$ cat src/rtl/dfp_pkg.sv
// rtl/dfp_pkg.sv - shared encodings, command codes and frame helpers for the DFPlayer controller
package dfp_pkg;

    // game_state encodings produced by the game FSM
    localparam logic [3:0] GS_BEGINNING = 4'd0;
    localparam logic [3:0] GS_INGAME    = 4'd1;
    localparam logic [3:0] GS_HALT      = 4'd2;
    localparam logic [3:0] GS_ENDING    = 4'd3;

    // DFPlayer command codes
    localparam logic [7:0] CMD_VOL    = 8'h06;
    localparam logic [7:0] CMD_PLAY   = 8'h03;
    localparam logic [7:0] CMD_PAUSE  = 8'h0E;
    localparam logic [7:0] CMD_RESUME = 8'h0D;
    localparam logic [7:0] CMD_STOP   = 8'h16;

    // Fixed frame bytes: start, version, length, no-feedback, end
    localparam logic [7:0] FR_START = 8'h7E;
    localparam logic [7:0] FR_VER   = 8'hFF;
    localparam logic [7:0] FR_LEN   = 8'h06;
    localparam logic [7:0] FR_NOFB  = 8'h00;
    localparam logic [7:0] FR_END   = 8'hEF;

    localparam logic [3:0] LAST_BYTE = 4'd9;

    typedef enum logic [2:0] {
        ST_INIT,
        ST_IDLE,
        ST_LOAD,
        ST_SEND,
        ST_GAP
    } dfp_state_e;

    // Two's-complement of the byte sum from version through param low, 16-bit wrap
    function automatic logic [15:0] dfp_checksum(input logic [7:0] cmd, input logic [15:0] param);
        logic [15:0] sum;
        sum = 16'(FR_VER) + 16'(FR_LEN) + 16'(cmd) + 16'(FR_NOFB)
            + 16'(param[15:8]) + 16'(param[7:0]);
        return 16'h0000 - sum;
    endfunction

endpackage

$ cat src/rtl/uart_tx_byte.sv
// rtl/uart_tx_byte.sv - 8N1 single-byte UART transmitter
//
// Ports:
//   clk, reset (async, active-low)
//   start      : load data and begin the start bit next cycle (wins over finishing)
//   data[7:0]  : byte to send, LSB first
//   txd        : registered serial output, idle high
//   done       : high on the last cycle of the stop bit
module uart_tx_byte #(
    parameter int BIT_DIV = 10416
) (
    input  logic       clk,
    input  logic       reset,
    input  logic       start,
    input  logic [7:0] data,
    output logic       txd,
    output logic       done
);

    localparam int DW = $clog2(BIT_DIV + 1);
    localparam logic [DW-1:0] DIV_LAST = DW'(BIT_DIV - 1);

    logic [DW-1:0] div_q, div_d;
    logic [3:0]    bit_q, bit_d;
    logic [8:0]    shift_q, shift_d;
    logic          active_q, active_d;
    logic          txd_q, txd_d;
    logic          bit_end;

    assign bit_end = active_q && (div_q == DIV_LAST);
    assign done    = bit_end && (bit_q == 4'd9);
    assign txd     = txd_q;

    always_comb begin
        div_d    = div_q;
        bit_d    = bit_q;
        shift_d  = shift_q;
        active_d = active_q;
        txd_d    = txd_q;
        if (start) begin
            // Start bit goes straight onto the line; data plus stop bit wait in the shifter
            active_d = 1'b1;
            div_d    = '0;
            bit_d    = 4'd0;
            txd_d    = 1'b0;
            shift_d  = {1'b1, data};
        end else if (active_q) begin
            if (bit_end) begin
                div_d = '0;
                if (bit_q == 4'd9) begin
                    active_d = 1'b0;
                    txd_d    = 1'b1;
                end else begin
                    bit_d   = bit_q + 4'd1;
                    txd_d   = shift_q[0];
                    shift_d = {1'b1, shift_q[8:1]};
                end
            end else begin
                div_d = div_q + 1'b1;
            end
        end
    end

    always_ff @(posedge clk or negedge reset) begin
        if (!reset) begin
            div_q    <= '0;
            bit_q    <= 4'd0;
            shift_q  <= '1;
            active_q <= 1'b0;
            txd_q    <= 1'b1;
        end else begin
            div_q    <= div_d;
            bit_q    <= bit_d;
            shift_q  <= shift_d;
            active_q <= active_d;
            txd_q    <= txd_d;
        end
    end

endmodule

$ cat src/rtl/dfplayer_ctrl.sv
// rtl/dfplayer_ctrl.sv - turns game-state transitions into DFPlayer Mini UART command frames
//
// Ports:
//   clk, reset (async, active-low)
//   game_state[3:0] : 0 beginning, 1 ingame, 2 halt, 3 ending
//   choice[1:0]     : song select, captured with the beginning->ingame edge
//   uart_txd        : serial command stream, idle high
//   busy            : start bit of a frame through end of the post-frame gap
//   cmd_done        : one-cycle pulse when the gap ends
module dfplayer_ctrl
    import dfp_pkg::*;
#(
    parameter int CLK_HZ     = 100_000_000,
    parameter int BAUD       = 9600,
    parameter int VOLUME     = 20,
    parameter int INIT_DELAY = 200_000_000,
    parameter int GAP_CYCLES = 2_000_000
) (
    input  logic       clk,
    input  logic       reset,
    input  logic [3:0] game_state,
    input  logic [1:0] choice,
    output logic       uart_txd,
    output logic       busy,
    output logic       cmd_done
);

    localparam int          BIT_DIV   = CLK_HZ / BAUD;
    localparam logic [31:0] INIT_LAST = 32'(INIT_DELAY - 1);
    localparam logic [31:0] GAP_LAST  = 32'(GAP_CYCLES - 1);
    localparam logic [15:0] VOL_PARAM = 16'(VOLUME);

    dfp_state_e  state_q, state_d;
    logic [3:0]  prev_q, prev_d;
    logic        slot_vld_q, slot_vld_d;
    logic [7:0]  slot_cmd_q, slot_cmd_d;
    logic [15:0] slot_par_q, slot_par_d;
    logic        vol_pend_q, vol_pend_d;
    logic [7:0]  cmd_q, cmd_d;
    logic [15:0] par_q, par_d;
    logic [3:0]  idx_q, idx_d;
    logic [31:0] init_cnt_q, init_cnt_d;
    logic [31:0] gap_cnt_q, gap_cnt_d;
    logic        busy_q, busy_d;
    logic        cmd_done_q, cmd_done_d;

    logic        ev_vld;
    logic [7:0]  ev_cmd;
    logic [15:0] ev_par;
    logic [15:0] ck;
    logic [3:0]  sel;
    logic [7:0]  tx_data;
    logic        tx_start;
    logic        tx_done;

    assign prev_d   = game_state;
    assign ck       = dfp_checksum(cmd_q, par_q);
    assign busy     = busy_q;
    assign cmd_done = cmd_done_q;

    // Transition decode against last cycle's state
    always_comb begin
        ev_vld = 1'b0;
        ev_cmd = CMD_STOP;
        ev_par = 16'h0000;
        if (prev_q == GS_BEGINNING && game_state == GS_INGAME) begin
            ev_vld = 1'b1;
            ev_cmd = CMD_PLAY;
            ev_par = 16'(choice) + 16'd1;
        end else if (prev_q == GS_INGAME && game_state == GS_HALT) begin
            ev_vld = 1'b1;
            ev_cmd = CMD_PAUSE;
        end else if (prev_q == GS_HALT && game_state == GS_INGAME) begin
            ev_vld = 1'b1;
            ev_cmd = CMD_RESUME;
        end else if ((game_state == GS_ENDING && prev_q != GS_ENDING) ||
                     (game_state == GS_BEGINNING && prev_q != GS_BEGINNING)) begin
            ev_vld = 1'b1;
            ev_cmd = CMD_STOP;
        end
    end

    // Byte 0 is handed over during LOAD; later bytes are requested one ahead of idx_q
    assign sel      = (state_q == ST_LOAD) ? 4'd0 : idx_q + 4'd1;
    assign tx_start = (state_q == ST_LOAD) ||
                      (state_q == ST_SEND && tx_done && idx_q != LAST_BYTE);

    always_comb begin
        tx_data = FR_END;
        case (sel)
            4'd0:    tx_data = FR_START;
            4'd1:    tx_data = FR_VER;
            4'd2:    tx_data = FR_LEN;
            4'd3:    tx_data = cmd_q;
            4'd4:    tx_data = FR_NOFB;
            4'd5:    tx_data = par_q[15:8];
            4'd6:    tx_data = par_q[7:0];
            4'd7:    tx_data = ck[15:8];
            4'd8:    tx_data = ck[7:0];
            default: tx_data = FR_END;
        endcase
    end

    always_comb begin
        state_d    = state_q;
        slot_vld_d = slot_vld_q;
        slot_cmd_d = slot_cmd_q;
        slot_par_d = slot_par_q;
        vol_pend_d = vol_pend_q;
        cmd_d      = cmd_q;
        par_d      = par_q;
        idx_d      = idx_q;
        init_cnt_d = init_cnt_q;
        gap_cnt_d  = gap_cnt_q;
        busy_d     = busy_q;
        cmd_done_d = 1'b0;
        case (state_q)
            ST_INIT: begin
                if (init_cnt_q == INIT_LAST) state_d = ST_IDLE;
                else                         init_cnt_d = init_cnt_q + 32'd1;
            end
            ST_IDLE: begin
                if (vol_pend_q || slot_vld_q) state_d = ST_LOAD;
            end
            ST_LOAD: begin
                // The power-up volume command goes ahead of anything queued during INIT
                if (vol_pend_q) begin
                    cmd_d      = CMD_VOL;
                    par_d      = VOL_PARAM;
                    vol_pend_d = 1'b0;
                end else begin
                    cmd_d      = slot_cmd_q;
                    par_d      = slot_par_q;
                    slot_vld_d = 1'b0;
                end
                idx_d   = 4'd0;
                busy_d  = 1'b1;
                state_d = ST_SEND;
            end
            ST_SEND: begin
                if (tx_done) begin
                    if (idx_q == LAST_BYTE) begin
                        state_d   = ST_GAP;
                        gap_cnt_d = 32'd0;
                    end else begin
                        idx_d = idx_q + 4'd1;
                    end
                end
            end
            ST_GAP: begin
                if (gap_cnt_q == GAP_LAST) begin
                    state_d    = ST_IDLE;
                    busy_d     = 1'b0;
                    cmd_done_d = 1'b1;
                end else begin
                    gap_cnt_d = gap_cnt_q + 32'd1;
                end
            end
            default: state_d = ST_INIT;
        endcase
        // A fresh event always lands in the slot, even over a LOAD-cycle clear
        if (ev_vld) begin
            slot_vld_d = 1'b1;
            slot_cmd_d = ev_cmd;
            slot_par_d = ev_par;
        end
    end

    always_ff @(posedge clk or negedge reset) begin
        if (!reset) begin
            state_q    <= ST_INIT;
            prev_q     <= GS_BEGINNING;
            slot_vld_q <= 1'b0;
            slot_cmd_q <= 8'h00;
            slot_par_q <= 16'h0000;
            vol_pend_q <= 1'b1;
            cmd_q      <= 8'h00;
            par_q      <= 16'h0000;
            idx_q      <= 4'd0;
            init_cnt_q <= 32'd0;
            gap_cnt_q  <= 32'd0;
            busy_q     <= 1'b0;
            cmd_done_q <= 1'b0;
        end else begin
            state_q    <= state_d;
            prev_q     <= prev_d;
            slot_vld_q <= slot_vld_d;
            slot_cmd_q <= slot_cmd_d;
            slot_par_q <= slot_par_d;
            vol_pend_q <= vol_pend_d;
            cmd_q      <= cmd_d;
            par_q      <= par_d;
            idx_q      <= idx_d;
            init_cnt_q <= init_cnt_d;
            gap_cnt_q  <= gap_cnt_d;
            busy_q     <= busy_d;
            cmd_done_q <= cmd_done_d;
        end
    end

    uart_tx_byte #(
        .BIT_DIV (BIT_DIV)
    ) u_tx (
        .clk   (clk),
        .reset (reset),
        .start (tx_start),
        .data  (tx_data),
        .txd   (uart_txd),
        .done  (tx_done)
    );

endmodule

$ cat config.mk
export PLATFORM = sky130hd
export DESIGN_NAME = dfplayer_ctrl
export DESIGN_NICKNAME = d
export VERILOG_FILES = /design/src/rtl/dfp_pkg.sv /design/src/rtl/uart_tx_byte.sv /design/src/rtl/dfplayer_ctrl.sv
export SDC_FILE = /design/constraint.sdc
export NUM_CORES = 1
export LEC_CHECK = 0
export CAP_MARGIN = 20
export CORE_MARGIN = 10
export CORE_UTILIZATION = 45
export CTS_BUF_LIST = sky130_fd_sc_hd__clkbuf_8
export DETAILED_ROUTE_END_ITERATION = 7
export SYNTH_ARGS = -nofsm -noshare
export SYNTH_HDL_FRONTEND = slang
export SYNTH_SLANG_ARGS = --single-unit
$ cat constraint.sdc
create_clock -name clk -period 3.5 [get_ports clk]
set_clock_uncertainty 0.2 [all_clocks]
set_input_delay 0.35 -clock clk [delete_from_list [all_inputs] [get_ports clk]]
set_output_delay 0.35 -clock clk [all_outputs]
set_load 0.005 [all_outputs]
==> flow_metrics.env, run 1 <==
export IMPL_path_cells="inv_1, ha_1, nor2b_1, o311ai_0, o21ai_0, o21ai_0, nand4b_1, a22o_1"
export IMPL_post_route_min_period_ns=2.82
export IMPL_syn_area_per_cell_um2=9.33
export IMPL_final_cell_count_no_fill=922
export IMPL_tritoncts_clock_tree="done"
export IMPL_clock_insertion_delay_worst_skew_ns=0.45
export IMPL_cp_end_kind="flip-flop"
export IMPL_netSwitchingFraction=0.240
export IMPL_critical_path_data_arrival_time_ns=3.02
export IMPL_synth_edff_count=0
export IMPL_cts_sinks=124
export IMPL_clk_pin_slew_ns=0.08
export IMPL_cts_buffers_inserted=17
export IMPL_netlist_instances=717
export IMPL_buffer_ports_inserted=10
export IMPL_seq_area_frac_synth=0.466
export IMPL_timing_worst_slew_pin_value_ns=0.760
export IMPL_run_status="finished clean"
export IMPL_critPathSlowestCell="sky130_fd_sc_hd__ha_1"
export IMPL_floorplan_initialDensity=0.460
export IMPL_placement_setup_worst_slack_ns=0.706
export IMPL_grt_total_usage=0.146
export IMPL_synth_cell_type_count=68
export IMPL_fp_dieW_um=142
export IMPL_setup_violations_final=0
export IMPL_grt_setup_unrepaired="false"
export IMPL_first_iter_violations=405
export IMPL_fin_worst_hold_slack_ns=0.163
export IMPL_die_area_um2=20100
export IMPL_worst_hold_path_type="in2reg"
export IMPL_worst_slack_ns=0.683
export IMPL_gp_congestion=0.838
export IMPL_wirelength_um=14000
export IMPL_num_vias=5191
export IMPL_floorplan_io_pins=11
export IMPL_floorplan_core_area_um2=14500
export IMPL_timing_critical_path_buf_inv=1
export IMPL_setup_tns_final_ns=0
export IMPL_cell_internal_pwr_mw=2.12
export IMPL_syn_nets=740
export IMPL_pwr_share_comb=0.021
export IMPL_half_perimeter_wire_length_after_detailed_placement_um=9790
export IMPL_share_of_total_power_in_sequential_cells=0.517
export IMPL_grt_overflow_total=0
export IMPL_p_leak_nw=3.02
export IMPL_drc_violation_count_after_routing=0
export IMPL_cts_path_max_buffers=2
export IMPL_clock_power_share=0.462
export IMPL_crit_type="reg2reg"
export IMPL_crit_required_ns=3.70
export IMPL_num_nets_final=748
export IMPL_maximum_resistive_drop_on_vdd_mv=0.225
export IMPL_htree_num_levels=4
export IMPL_dominantRegCellSynth="sky130_fd_sc_hd__dfrtp_1"
export IMPL_layout_worst_path_cycle_share=0.805
export IMPL_number_of_antenna_violations_at_the_first_check_in_global_routing=0
export IMPL_numPlacedInstances=889
export IMPL_max_freq_ghz=0.355
export IMPL_drt_antenna_violating_nets=0
export IMPL_power_per_cell_area_nw_per_um2=379
export IMPL_max_cap_viol_count=0
export IMPL_first_pass_grt_wire_length_um=24300
export IMPL_critical_path_startpoint_type="flip-flop"
export IMPL_firstDrtPassIters=4
export IMPL_critical_path_top_cell_by_count="sky130_fd_sc_hd__o21ai_0"
export IMPL_areaGrowthSynthToFinish_pct=10.3
export IMPL_cp_slowest_stage_delay_ns=0.60
export IMPL_grt_pass1_vias=5096
export IMPL_report_final_hold_viol_count=0
export IMPL_netSwitchingPower_mw=0.672
export IMPL_antennaDiodeCount=0
export IMPL_final_slew_viol_count=0
export IMPL_maxSlewHeadroom=0.494
export IMPL_synth_async_reset_ratio=1.00
export IMPL_critical_path_max_fanout=15
export IMPL_synth_seq_cells=124
export IMPL_viasPerCell=5.63
export IMPL_clock_tree_root_driver_cell="sky130_fd_sc_hd__clkbuf_8"
export IMPL_die_h_um=142
export IMPL_wire_per_inst_um=15.2
export IMPL_warnings_synthesis=0
export IMPL_critPathTopFamily="compound AO/OA/AOI/OAI gates"
export IMPL_final_layout_size_suffix_gt1_frac=0.0989
export IMPL_grt_start_max_net_pins=69
export IMPL_synth_cell_area_um2=6690
export IMPL_core_rowCount=44
==> area by class of cell <==
cell class              instances  area, um^2
clock inverters                14         161
inverters                      23        86.3
flip-flops and latches        124        3120
multi-input cells             540        3350
well taps                     184         230
repair buffers                 19         180
fillers                      1369        7160
clock buffers                  18         248
==> synth_stat cells, types with 5 or more instances <==
| cell | number | area, um^2 |
|---|---|---|
| sky130_fd_sc_hd__a211oi_1 | 6 | 45.0 |
| sky130_fd_sc_hd__nor4_1 | 11 | 68.8 |
| sky130_fd_sc_hd__and2_1 | 7 | 43.8 |
| sky130_fd_sc_hd__dfstp_2 | 10 | 263 |
| sky130_fd_sc_hd__or3_1 | 9 | 56.3 |
| sky130_fd_sc_hd__nand2_1 | 72 | 270 |
| sky130_fd_sc_hd__nand3_1 | 34 | 170 |
| sky130_fd_sc_hd__nor2_1 | 81 | 304 |
| sky130_fd_sc_hd__and3_1 | 14 | 87.6 |
| sky130_fd_sc_hd__clkbuf_1 | 25 | 93.8 |
| sky130_fd_sc_hd__inv_1 | 23 | 86.3 |
| sky130_fd_sc_hd__xnor2_1 | 46 | 403 |
| sky130_fd_sc_hd__xor2_1 | 25 | 219 |
| sky130_fd_sc_hd__nor2b_1 | 6 | 37.5 |
| sky130_fd_sc_hd__nor3_1 | 30 | 150 |
| sky130_fd_sc_hd__o21ai_0 | 41 | 205 |
| sky130_fd_sc_hd__a21oi_2 | 5 | 43.8 |
| sky130_fd_sc_hd__a21oi_1 | 22 | 110 |
| sky130_fd_sc_hd__nand4_1 | 29 | 181 |
| sky130_fd_sc_hd__o31ai_1 | 7 | 52.6 |
| sky130_fd_sc_hd__dfrtp_1 | 114 | 2850 |
| sky130_fd_sc_hd__nand3b_1 | 6 | 45.0 |
| sky130_fd_sc_hd__ha_1 | 13 | 163 |
==> path summary, 6_finish.rpt <==
| check | startpoint | to | slack (ns) | depth (start not counted) |
|---|---|---|---|---|
| min reg2reg | init_cnt_q[17] | init_cnt_q[17] | 0.28 | 1 |
| min in group asynchronous | reset | u_tx.div_q[5] | 0.31 | 2 |
| max in group asynchronous | reset | init_cnt_q[5] | 2.00 | 3 |
| max reg2reg | idx_q[1] | u_tx.shift_q[3] | 0.68 | 8 |
| min | game_state[3] | prev_q[3] | 0.16 | 1 |
| max | idx_q[1] | u_tx.shift_q[3] | 0.68 | 8 |
==> layout by cell type (no fill, tap or decap), types with 10 or more instances in the layout <==
cell type                  count
sky130_fd_sc_hd__nand2_1      72
sky130_fd_sc_hd__nand3_1      34
sky130_fd_sc_hd__ha_1         13
sky130_fd_sc_hd__dfrtp_1     114
sky130_fd_sc_hd__and3_1       14
sky130_fd_sc_hd__o21ai_0      41
sky130_fd_sc_hd__xor2_1       25
sky130_fd_sc_hd__nor3_1       30
sky130_fd_sc_hd__nor4_1       11
sky130_fd_sc_hd__inv_1        23
sky130_fd_sc_hd__dfstp_2      10
sky130_fd_sc_hd__a21oi_1      22
sky130_fd_sc_hd__nor2_1       81
sky130_fd_sc_hd__xnor2_1      46
sky130_fd_sc_hd__clkbuf_8     18
sky130_fd_sc_hd__nand4_1      29
==> what timing repair did <==
action	CTS	global route
hold endpoints to repair	46	0
hold buffers	1	0
gates resized for setup	0	0
setup buffers	0	0
==> registers in the layout, indices dropped and copies added (netlist names) <==
signal / flops
slot_vld_q: 1
cmd_q: 5
u_tx.bit_q: 4
busy: 1
idx_q: 4
init_cnt_q: 32
u_tx.div_q: 14
slot_par_q: 3
state_q: 3
par_q: 4
gap_cnt_q: 32
u_tx.shift_q: 8
u_tx.txd: 1
slot_cmd_q: 5
prev_q: 4
u_tx.active_q: 1
vol_pend_q: 1
cmd_done: 1
==> kinds of logic after synthesis <==
family,Yosys count,share of synthesized area
flip-flops,124,0.466
AO/OA/AOI/OAI,119,0.116
AND/OR/NAND/NOR,330,0.254
multiplexers,5,0.00805
adder cells (fa/ha/maj),15,0.0303
buffers and inverters,53,0.0324
XOR/XNOR,71,0.0930
==> through the flow <==
step	total power [mW]	util	instance area, um^2
6_report	2.79	0.507	7380
5_1_grt	2.91	0.507	7380
4_1_cts	2.84	0.507	7380
3_5_place_dp	1.53	0.479	6960
3_3_place_gp	1.53	0.479	6960
2_1_floorplan	1.49	-	6690
==> routing by layer <==
metal	global-route usage	vias up	wire, um
met1	0.188	2524	6770
met5	0	-	0
met3	0.0370	19	442
li1	-	2570	-
met4	0.0543	0	177
met2	0.232	78	6640
==> power groups by stage <==
stage	Sequential (mW)	Clock, mW	Combinational (mW)
2_1_floorplan	1.47	0	0.0179
3_3_place_gp	1.47	0	0.0589
3_5_place_dp	1.47	0	0.0608
4_1_cts	1.44	1.33	0.0618
5_1_grt	1.45	1.39	0.0692
6_report	1.45	1.29	0.0584
Power figures use the tool's default switching activity.
==> inputs of run 2 (changes only) <==
==> constraint.sdc (replaced) <==
create_clock -name clk -period 2.5 [get_ports clk]
set_clock_uncertainty 0.2 [all_clocks]
set_input_delay 0.25 -clock clk [delete_from_list [all_inputs] [get_ports clk]]
set_output_delay 0.25 -clock clk [all_outputs]
set_load 0.005 [all_outputs]
==> run 2 against run 1 <==
- the flow now finishes with violations (setup timing)
- global-route usage rose by 0.45 points
- critical path depth down 1
- design area rose by 6.2%
- combinational power grew 46%
- worst hold slack got worse by 0.10 ns
- die area is the same
- clock power up 39%
- sequential cell count unchanged
- via count increased by 4.4%
- non-clock buffer count up 45
- power is 40% higher
==> flow_metrics.env, run 2 (same netlist as run 1, synthesis figures left out) <==
export IMPL_run_status="finished, violations left"
export IMPL_failing_checks="setup timing"
export IMPL_cp_end_kind="flip-flop"
export IMPL_final_layout_size_suffix_gt1_frac=0.175
export IMPL_grt_start_max_net_pins=77
export IMPL_firstDrtPassIters=5
export IMPL_htree_num_levels=4
export IMPL_drc_violation_count_after_routing=0
export IMPL_final_common_cell="sky130_fd_sc_hd__dfrtp_1"
export IMPL_pwr_share_comb=0.022
export IMPL_netSwitchingPower_mw=0.878
export IMPL_final_cell_count_no_fill=966
export IMPL_cts_buffers_inserted=17
export IMPL_clock_insertion_delay_worst_skew_ns=0.45
export IMPL_floorplan_core_area_um2=14500
export IMPL_num_nets_final=793
export IMPL_tritoncts_clock_tree="done"
export IMPL_timing_worst_slew_pin_value_ns=0.610
export IMPL_max_cap_viol_count=0
export IMPL_antennaDiodeCount=0
export IMPL_die_area_um2=20100
export IMPL_worst_hold_path_type="in2reg"
export IMPL_grt_total_usage=0.151
export IMPL_half_perimeter_wire_length_after_detailed_placement_um=10400
export IMPL_worst_slack_ns=-0.00724
export IMPL_numPlacedInstances=933
export IMPL_areaGrowthSynthToFinish_pct=17.1
export IMPL_report_final_hold_viol_count=0
export IMPL_drt_antenna_violating_nets=0
export IMPL_final_slew_viol_count=0
export IMPL_grt_setup_unrepaired="true"
export IMPL_viasPerCell=5.61
export IMPL_floorplan_io_pins=11
export IMPL_grt_pass1_vias=5229
export IMPL_clock_power_share=0.460
export IMPL_share_of_total_power_in_sequential_cells=0.518
export IMPL_cell_internal_pwr_mw=3.03
export IMPL_most_common_layout_cells="112 x sky130_fd_sc_hd__dfrtp_1, 81 x sky130_fd_sc_hd__nor2_1, 72 x sky130_fd_sc_hd__nand2_1"
export IMPL_clock_tree_root_driver_cell="sky130_fd_sc_hd__clkbuf_8"
export IMPL_cts_path_max_buffers=2
export IMPL_gp_congestion=0.912
export IMPL_first_iter_violations=315
export IMPL_buffer_ports_inserted=10
export IMPL_max_freq_ghz=0.399
export IMPL_critical_path_startpoint_type="flip-flop"
export IMPL_core_rowCount=44
export IMPL_post_dp_cell_area_um2=7300
export IMPL_layout_top_registers="gap_cnt_q: 32 flops, init_cnt_q: 32 flops, u_tx.div_q: 14 flops"
export IMPL_power_per_cell_area_nw_per_um2=498
export IMPL_crit_type="reg2reg"
export IMPL_netSwitchingFraction=0.225
export IMPL_final_area_um2=7830
export IMPL_maximum_resistive_drop_on_vdd_mv=0.356
export IMPL_die_h_um=142
export IMPL_p_leak_nw=3.27
export IMPL_clk_pin_slew_ns=0.07
export IMPL_critical_path_data_arrival_time_ns=2.63
export IMPL_maxSlewHeadroom=0.593
export IMPL_grt_overflow_total=0
export IMPL_floorplan_initialDensity=0.460
export IMPL_critical_path_max_fanout=7
export IMPL_fp_dieW_um=142
export IMPL_crit_required_ns=2.63
export IMPL_setup_violations_final=2
export IMPL_first_pass_grt_wire_length_um=25200
export IMPL_number_of_antenna_violations_at_the_first_check_in_global_routing=0
export IMPL_wirelength_um=14800
export IMPL_num_vias=5421
export IMPL_post_route_min_period_ns=2.51
export IMPL_cts_sinks=124
export IMPL_wire_per_inst_um=15.3
export IMPL_layout_worst_path_cycle_share=1.00
run 2: changes by cell type in the layout (fill, tap and decap cells not counted), sizes merged:
cell / before / now
buf: 9 / 54
clkbuf: 18 / 21
clkinv: 6 / 3
clkinvlp: 2 / 4
inv: 27 / 24
run 2: through the flow:
| stage | setup slack (ns) | power, mW | TNS [ns] | hold WS, ns | utilization |
|---|---|---|---|---|---|
| 6_report | -0.00724 | 3.90 | -0.0116 | 0.0608 | 0.539 |
| 5_1_grt | -0.0945 | 4.05 | -0.895 | 0.0669 | 0.539 |
| 4_1_cts | -0.00771 | 3.95 | -0.00828 | 0.0383 | 0.532 |
| 3_5_place_dp | -0.113 | 2.15 | -0.113 | 0.0293 | 0.503 |
| 3_3_place_gp | -0.0553 | 2.15 | -0.0553 | 0.0265 | 0.503 |
| 2_1_floorplan | 0.0164 | 2.08 | 0 | -0.246 | - |
run 2: power groups by stage:
stage	combinational, mW	clock, mW	sequential, mW
floorplan	0.0250	0	2.06
global placement	0.0857	0	2.06
detailed placement	0.0883	0	2.06
CTS	0.0902	1.84	2.02
global route	0.101	1.92	2.02
finish	0.0851	1.79	2.02
run 2: final cells by class:
cell class                 instances  area (um^2)
clock buffer                      21          289
timing repair buffer              64          538
sequential                       124         3120
inverter                          23         86.3
clock inverter                    10          114
multi-input combinational        540         3460
fill                            1313         6700
tap                              184          230
run 2: repair_timing:
action	in CTS	in global routing
endpoints found under the hold margin	48	0
setup buffers	0	1
resized for setup	4	23
hold buffers	1	0
setup endpoints to repair	2	33
pin swaps	5	12
run 2: metal layers:
metal / track usage / up-vias / share of wire
met5: 0 / - / 0
met4: 0.0559 / 0 / 0.011
met3: 0.0381 / 13 / 0.035
met2: 0.232 / 87 / 0.47
met1: 0.200 / 2682 / 0.48
li1: - / 2639 / -
run 2: final timing paths:
| path | slack [ns] | startpoint | endpoint | depth (start not counted) |
|---|---|---|---|---|
| max | -0.007 | gap_cnt_q[27] | gap_cnt_q[29] | 7 |
| min | 0.06 | game_state[3] | prev_q[3] | 1 |
| max reg2reg | -0.007 | gap_cnt_q[27] | gap_cnt_q[29] | 7 |
| min reg2reg | 0.29 | slot_par_q[0] | slot_par_q[0] | 2 |
| max in group asynchronous | 1.26 | reset | state_q[1] | 3 |
| min in group asynchronous | 0.09 | reset | u_tx.div_q[3] | 2 |
run 2: worst max-delay path, cell delays in order (launching register included):
cell and delay [ns]:
sky130_fd_sc_hd__dfrtp_1 0.38, sky130_fd_sc_hd__or4_4 0.57, sky130_fd_sc_hd__or4_4 0.55, sky130_fd_sc_hd__o21ai_4 0.25, sky130_fd_sc_hd__buf_12 0.17, sky130_fd_sc_hd__a21oi_4 0.06
sky130_fd_sc_hd__xnor2_2 0.15, sky130_fd_sc_hd__nor2_1 0.06
==> inputs of run 3 (changes only) <==
--- a/config.mk
+++ b/config.mk
@@ -8,8 +8,9 @@
 export CAP_MARGIN = 20
 export CORE_MARGIN = 10
 export CORE_UTILIZATION = 45
-export CTS_BUF_LIST = sky130_fd_sc_hd__clkbuf_8
+export CTS_BUF_LIST = sky130_fd_sc_hd__clkbuf_2 sky130_fd_sc_hd__clkbuf_4 sky130_fd_sc_hd__clkbuf_8
 export DETAILED_ROUTE_END_ITERATION = 7
+export GPL_ROUTABILITY_DRIVEN = 0
 export SYNTH_ARGS = -nofsm -noshare
 export SYNTH_HDL_FRONTEND = slang
 export SYNTH_SLANG_ARGS = --single-unit
==> run 3 against run 2 <==
- the run still ends with setup timing left
- maximum frequency shrank 0.11%
- die area is the same
- final cell count is the same
- worst hold slack gained 0.017 ns
- critical endpoint is now gap_cnt_q[25]
- largest cell class unchanged
- largest power group unchanged
==> flow_metrics.env, run 3 (same netlist as run 1, synthesis figures left out) <==
export IMPL_run_status="finished, violations left"
export IMPL_failing_checks="setup timing"
export IMPL_setup_tns_final_ns=-0.00996
export IMPL_cp_slowest_stage_delay_ns=0.57
export IMPL_first_iter_violations=368
export IMPL_max_cap_viol_count=0
export IMPL_floorplan_core_area_um2=14500
export IMPL_most_common_layout_cells="114 x sky130_fd_sc_hd__dfrtp_1, 81 x sky130_fd_sc_hd__nor2_1, 72 x sky130_fd_sc_hd__nand2_1"
export IMPL_grt_setup_unrepaired="true"
export IMPL_half_perimeter_wire_length_after_detailed_placement_um=10200
export IMPL_wirelength_um=14600
export IMPL_pwr_share_comb=0.020
export IMPL_filler_cell_count=1345
export IMPL_clock_tree_root_driver_cell="sky130_fd_sc_hd__clkbuf_8"
export IMPL_cp_end_kind="flip-flop"
export IMPL_cp_endpoint="gap_cnt_q[25]"
export IMPL_final_slew_viol_count=0
export IMPL_final_common_cell="sky130_fd_sc_hd__dfrtp_1"
export IMPL_post_route_min_period_ns=2.51
export IMPL_die_area_um2=20100
export IMPL_cell_internal_pwr_mw=3.23
export IMPL_internal_reg_to_reg_setup_slack_ns=-0.01
export IMPL_tritoncts_clock_tree="done"
export IMPL_number_of_antenna_violations_at_the_first_check_in_global_routing=0
export IMPL_reg2regPathDepth=7
export IMPL_share_of_total_power_in_sequential_cells=0.491
export IMPL_setup_violations_final=1
export IMPL_num_vias=5395
export IMPL_cts_sinks=124
export IMPL_power_per_cell_area_nw_per_um2=523
export IMPL_grt_overflow_total=0
export IMPL_post_dp_cell_area_um2=7310
export IMPL_path_cells="or4_4, or4_4, o21ai_4, buf_12, a211oi_1, xnor2_1, nor2_1"
export IMPL_max_freq_ghz=0.398
export IMPL_wire_per_inst_um=15.1
export IMPL_grt_pass1_vias=5231
export IMPL_report_final_hold_viol_count=0
export IMPL_critical_path_max_fanout=7
export IMPL_die_h_um=142
export IMPL_netSwitchingFraction=0.217
export IMPL_p_leak_nw=3.32
export IMPL_clock_power_share=0.489
export IMPL_critical_path_reg2reg_startpoint="gap_cnt_q[26]"
export IMPL_grt_start_max_net_pins=125
export IMPL_layout_worst_path_cycle_share=1.00
export IMPL_core_rowCount=44
export IMPL_buffer_ports_inserted=10
export IMPL_critical_path_startpoint_type="flip-flop"
export IMPL_floorplan_io_pins=11
export IMPL_timing_critical_path_buf_inv=1
export IMPL_worst_hold_path_type="in2reg"
export IMPL_timing_worst_slew_pin_value_ns=0.667
export IMPL_critPathTopFamily="simple AND/OR/NAND/NOR gates"
export IMPL_layout_top_registers="gap_cnt_q: 32 flops, init_cnt_q: 32 flops, u_tx.div_q: 14 flops"
export IMPL_critical_path_top_cell_by_count="sky130_fd_sc_hd__or4_4"
export IMPL_floorplan_initialDensity=0.460
export IMPL_firstDrtPassIters=5
export IMPL_areaGrowthSynthToFinish_pct=17.9
export IMPL_htree_num_levels=4
export IMPL_cts_path_max_buffers=2
export IMPL_crit_required_ns=2.62
export IMPL_crit_start="gap_cnt_q[26]"
export IMPL_critical_path_reg2reg_endpoint="gap_cnt_q[25]"
export IMPL_grt_total_usage=0.150
export IMPL_critical_path_data_arrival_time_ns=2.63
export IMPL_clock_insertion_delay_worst_skew_ns=0.45
export IMPL_drc_violation_count_after_routing=0
export IMPL_worstSetupPathDepth=7
export IMPL_maxSlewHeadroom=0.555
export IMPL_critPathSlowestCell="sky130_fd_sc_hd__or4_4"
export IMPL_final_area_um2=7880
export IMPL_netSwitchingPower_mw=0.896
export IMPL_drt_antenna_violating_nets=0
export IMPL_viasPerCell=5.58
export IMPL_worst_slack_ns=-0.00996
export IMPL_cts_buffers_inserted=17
export IMPL_maximum_resistive_drop_on_vdd_mv=0.419
export IMPL_first_pass_grt_wire_length_um=25300
export IMPL_antennaDiodeCount=0
export IMPL_crit_type="reg2reg"
export IMPL_clk_pin_slew_ns=0.07
export IMPL_final_layout_size_suffix_gt1_frac=0.170
export IMPL_num_nets_final=792
export IMPL_fp_dieW_um=142
## run 3: worst min-delay path by stage
stage / cells after the start / end / start / slack, ns
after floorplan: 0 / busy / reset / -0.25
after global placement: 2 / u_tx.div_q[8] / reset / 0.21
after detailed placement: 2 / u_tx.div_q[8] / reset / 0.20
after CTS: 1 / prev_q[2] / game_state[2] / 0.06
after global routing: 1 / prev_q[2] / game_state[2] / 0.06
final: 1 / prev_q[2] / game_state[2] / 0.08
## run 3: layout make-up
type	count	area (um^2)	area share
sequential	124	3120	0.395
timing repair buffer	63	556	0.0705
multi-input combinational	540	3440	0.436
clock inverter	15	221	0.0281
clock buffer	17	234	0.0297
inverter	23	86.3	0.0110
tap	184	230	0.0292
## run 3: power by group through the flow
stage	Combinational (mW)	Clock [mW]	Sequential, mW
detailed placement	0.0855	0	2.06
finish	0.0828	2.02	2.02
global placement	0.0838	0	2.06
CTS	0.0868	2.06	2.02
global route	0.0974	2.16	2.02
floorplan	0.0250	0	2.06
## run 3: layer usage
layer	GRT usage	part of all wire	wire length, um	vias to the layer above
met5	0	0	0	-
li1	-	-	-	2647
met1	0.195	0.48	7070	2639
met3	0.0427	0.035	513	18
met2	0.237	0.47	6840	91
met4	0.0468	0.013	187	0
## run 3: worst register-to-register path, cell delays in order (launching register included)
cell	delay [ns]
sky130_fd_sc_hd__dfrtp_1	0.38
sky130_fd_sc_hd__or4_4	0.57
sky130_fd_sc_hd__or4_4	0.56
sky130_fd_sc_hd__o21ai_4	0.24
sky130_fd_sc_hd__buf_12	0.16
sky130_fd_sc_hd__a211oi_1	0.08
sky130_fd_sc_hd__xnor2_1	0.15
sky130_fd_sc_hd__nor2_1	0.05
## run 3: timing repair
action / CTS / global route
buffers inserted: 0 / 2
setup endpoints to repair: 1 / 22
hold buffers: 1 / 0
hold endpoints to repair: 114 / 0
pin swaps: 4 / 11
gates resized for setup: 3 / 19
## run 3: per-stage QoR
| stage | setup WS, ns | instances | power, mW | utilization | hold WS, ns |
|---|---|---|---|---|---|
| 2_1_floorplan | 0.0164 | 717 | 2.08 | - | -0.246 |
| 3_3_place_gp | -0.0607 | 931 | 2.14 | 0.503 | 0.212 |
| 3_5_place_dp | -0.105 | 931 | 2.15 | 0.503 | 0.203 |
| 4_1_cts | 0.0138 | 964 | 4.17 | 0.536 | 0.0551 |
| 5_1_grt | -0.0942 | 966 | 4.28 | 0.542 | 0.0606 |
| 6_report | -0.00996 | 966 | 4.12 | 0.542 | 0.0779 |
